<file path="config.mk">
export PLATFORM = sky130hd
export DESIGN_NAME = iter_controller
export DESIGN_NICKNAME = d
export VERILOG_FILES = /design/src/rtl/iter_controller.sv
export SDC_FILE = /design/constraint.sdc
export NUM_CORES = 1
export LEC_CHECK = 0
export CORE_ASPECT_RATIO = 1.1
export CORE_UTILIZATION = 40
export CTS_CLUSTER_SIZE = 40
export DETAILED_ROUTE_END_ITERATION = 8
export HOLD_SLACK_MARGIN = 0.08
export PLACE_DENSITY = 0.7
export SLEW_MARGIN = 20
export SYNTH_ARGS = -nofsm -noshare
export SYNTH_HDL_FRONTEND = slang
export SYNTH_SLANG_ARGS = --single-unit
</file>
<file path="constraint.sdc">
create_clock -name clk -period 4.51 [get_ports clk]
set_clock_uncertainty 0.15 [all_clocks]
set_input_delay 0.451 -clock clk [delete_from_list [all_inputs] [get_ports clk]]
set_output_delay 0.451 -clock clk [all_outputs]
set_load 0.03 [all_outputs]
</file>
<file path="src/rtl/iter_controller.sv">
// Sequencing controller for the iterative neuron datapath: runs N_IN multiply/add
// pairs per iteration, writes back the activation, and repeats until convergence or budget.
module iter_controller #(
  parameter int N_IN     = 4,
  parameter int MAX_ITER = 16,
  parameter int IDX_W    = (N_IN > 1) ? $clog2(N_IN) : 1,
  parameter int ITER_W   = $clog2(MAX_ITER + 1)
) (
  input  logic              clk,
  input  logic              rst,
  input  logic              start,
  input  logic              isfinished,
  input  logic              abort,
  output logic              init_w,
  output logic              init_x,
  output logic              load_sel,
  output logic              load_a,
  output logic              acc_clr,
  output logic              mult_en,
  output logic              acc_en,
  output logic [IDX_W-1:0]  idx,
  output logic [ITER_W-1:0] iter,
  output logic              busy,
  output logic              timeout,
  output logic              done
);

  typedef enum logic [2:0] {
    IDLE   = 3'd0,
    INIT   = 3'd1,
    MULT   = 3'd2,
    ADD    = 3'd3,
    WB_ACT = 3'd4,
    CHECK  = 3'd5,
    DONE   = 3'd6
  } state_t;

  localparam logic [IDX_W-1:0]  IDX_LAST  = IDX_W'(N_IN - 1);
  localparam logic [ITER_W-1:0] ITER_LAST = ITER_W'(MAX_ITER - 1);
  localparam logic [ITER_W-1:0] ITER_MAX  = ITER_W'(MAX_ITER);

  state_t state;
  state_t state_nxt;
  logic   aborting;

  assign aborting = abort && (state != IDLE);

  always_ff @(posedge clk) begin
    if (!rst) state <= IDLE;
    else      state <= state_nxt;
  end

  always_comb begin
    state_nxt = IDLE;
    if (!aborting) begin
      case (state)
        IDLE:    state_nxt = start ? INIT : IDLE;
        INIT:    state_nxt = start ? INIT : MULT;
        MULT:    state_nxt = ADD;
        ADD:     state_nxt = (idx == IDX_LAST) ? WB_ACT : MULT;
        WB_ACT:  state_nxt = CHECK;
        CHECK:   state_nxt = (isfinished || (iter == ITER_LAST)) ? DONE : MULT;
        DONE:    state_nxt = IDLE;
        default: state_nxt = IDLE;
      endcase
    end
  end

  // Counters are cleared on the edge into INIT so the first INIT cycle already shows a fresh run.
  always_ff @(posedge clk) begin
    if (!rst) begin
      idx     <= '0;
      iter    <= '0;
      timeout <= 1'b0;
    end else if (aborting) begin
      idx <= '0;
    end else begin
      case (state)
        IDLE: begin
          if (start) begin
            idx     <= '0;
            iter    <= '0;
            timeout <= 1'b0;
          end
        end
        INIT: begin
          idx     <= '0;
          iter    <= '0;
          timeout <= 1'b0;
        end
        ADD: idx <= (idx == IDX_LAST) ? '0 : idx + 1'b1;
        CHECK: begin
          if (iter != ITER_MAX) iter <= iter + 1'b1;
          if (isfinished)              timeout <= 1'b0;
          else if (iter == ITER_LAST)  timeout <= 1'b1;
        end
        default: ;
      endcase
    end
  end

  always_comb begin
    init_w   = (state == INIT);
    init_x   = (state == INIT);
    load_sel = (state == INIT);
    load_a   = (state == INIT) || (state == WB_ACT);
    mult_en  = (state == MULT);
    acc_clr  = (state == MULT) && (idx == '0);
    acc_en   = (state == ADD);
    busy     = (state != IDLE);
    done     = (state == DONE);
  end

endmodule

</file>
==> metrics.txt <==
Total Wirelength=1506 um; GPL Wtd Cong=0.8115; Crit Path Max Fanout=15; full die area=1923 um2; Die Y=45.90 um; crit path DAT=2000 ps; synth top area cells=dfxtp_1 31%, ha_1 8.9%, nor2_1 6.4%; vias per inst=5.328; Resized cells post-CTS=0; Slew Limit Fails=0; RSZ-0062 raised after global routing=false; status=completed; Yosys reg bits=11; total global-route track usage=16.72%; Synth area leader=dfxtp_1; # port buffers=21; Sink Count=11; Wirelength per Cell=12.34 um; via count=650; Hold WC Path Type=reg2reg; postcts setup bufs=0; CP endpoint kind=output port; vias in the first global route=550; GRT met3 Usage=7.143%; Final Hold Violating Endpoints=0; Initial Util=43.92%; Initial DRC Count=11; Post-Synthesis Cells=85; post-synth top area share=31.43%; min Tclk post-route=2600 ps; initial antenna violation count=0; drt first pass iters=4; M1 GR Usage=20.67%; DR DRC count=0; Mapped Area=700.7 um2; post-synthesis net count=95; Fill cells=150; CP required=3910 ps; Detail Route Antenna Nets=0; FMAX=384.7 MHz; YS warnings=0; busiest grt layer=met2; Post-synth top flop=dfxtp_1; num rows=15; area growth from synthesis to layout=32.68%; Post-synth EDFFs=0; Worst VDD drop=0.0001714 V; startpoint types=register; syn avg cell area=8.243 um2; pin count of the biggest net entering global routing=16; PD cells=235.2 nW/um2; post-synth cell types=34; slowest stage delay, CP=740 ps; R2R depth=4; nets=116; # hold bufs at CTS=0; CTS max path bufs=2; share of cells above drive strength 1=5.714%; CP max stage cell=clkdlybuf4s50_1; Final period util=57.64%; Die Wd=41.91 um; M2 GR Usage=27.19%; root buf cell=clkbuf_4; Slew @ Worst Pin=497.5 ps; I/O pin count=22; setup TNS=0 ps; Core Footprint=1595 um2; top cells by count, synth=12 x nor2_1, 11 x dfxtp_1, 6 x inv_1; Post-Layout Inst Area=929.6 um2; Worst-Skew Late Latency=270 ps; H-tree levels=1; Relative slew margins=66.79%; Crit Path Category=reg2out; TritonCTS clock tree=done; clock slew at reported path FFs=80 ps; count of final setup violators=0; DP Area=903.4 um2; Num CTS Buffers=3; grt ovf=0; hold path depth=2; Min Hold Slack=425.4 ps; Max-Cap Viols=0; most frequent cell after synthesis=nor2_1; Detail Placement HPWL=1139 um; sequential area share after synthesis=31.43%; Leak=0.3500 nW; first-pass GRT wire length=2359 um; critical-path cell list=nor3b_1, clkdlybuf4s50_1; diode count=0; FFs w/ async S/R, synth=0%
==> critical path, delay by kind of cell, from the launching register on <==
kind / cells / cell delay (ps)
buffers and inverters: 1 / 740
flip-flops: 1 / 640
AND/OR/NAND/NOR: 1 / 350
==> routing by layer <==
metal	share of wire, %	up-vias
li1	-	332
met1	49	302
met2	46	14
met3	4.4	2
met4	0.40	0
met5	0	-
==> worst paths after layout <==
path,startpoint,to,slack [ps]
setup / recovery,state[0]$_SDFF_PP0_,init_w,1910
hold / removal,idx[1]$_SDFFE_PP0P_,idx[1]$_SDFFE_PP0P_,430
setup reg to reg,state[0]$_SDFF_PP0_,iter[1]$_SDFFE_PN0P_,2650
hold reg to reg,idx[1]$_SDFFE_PP0P_,idx[1]$_SDFFE_PP0P_,430
==> sequential cells by signal, summed over array words and instances, names as in the netlist <==
register	cells
timeout	1
state	3
idx	2
iter	5
==> area by class of cell <==
type                            instances  area (um2)  share of cell area [%]
Multi-Input combinational cell         63       429.2                   46.16
Sequential cell                        11       220.2                   23.69
Timing Repair Buffer                   21       210.2                   22.61
Clock buffer                            4       26.28                   2.826
Inverter                                6       22.52                   2.423
Tap cell                               17       21.27                   2.288
==> stage by stage <==
| step | power (W) | cells | setup WS (ps) | util [%] |
|---|---|---|---|---|
| 6_report | 0.0002186 | 122 | 1910 | 58.27 |
| 5_1_grt | 0.0002299 | 122 | 1759 | 58.27 |
| 4_1_cts | 0.0002199 | 122 | 1911 | 58.27 |
| 3_5_place_dp | 0.0001541 | 118 | 2208 | 56.63 |
| 3_3_place_gp | 0.0001539 | 118 | 2261 | 56.63 |
| 2_1_floorplan | 0.0001375 | 85 | 2025 | - |
==> cell usage in the layout, fill, tap and decap left out, drive strengths merged, types with 2 or more instances in the layout <==
cell and n:
ha 5, a22oi 2, o21a 2, o21ai 3, clkdlybuf4s50 21, a31oi 2, nand2b 4, nand2 4
a32o 2, and2 4, inv 6, a21oi 4, nor2b 3, dfxtp 11, clkbuf 4, nor2 12
==> power breakdown <==
group	internal [W]	switching [W]
Clock	0.0000342	0.0000325
Sequential	0.0000986	0.00000537
Combinational	0.0000212	0.0000268
==> cells by family after synthesis <==
group	count (synthesis)	synth area share, %
buffers and inverters	11	7.320
XOR/XNOR	1	1.250
adder cells (fa/ha/maj)	5	8.929
AND/OR/NAND/NOR	37	28.75
AO/OA/AOI/OAI	20	22.32
flip-flops	11	31.43
(Power assumes the default switching activity.)
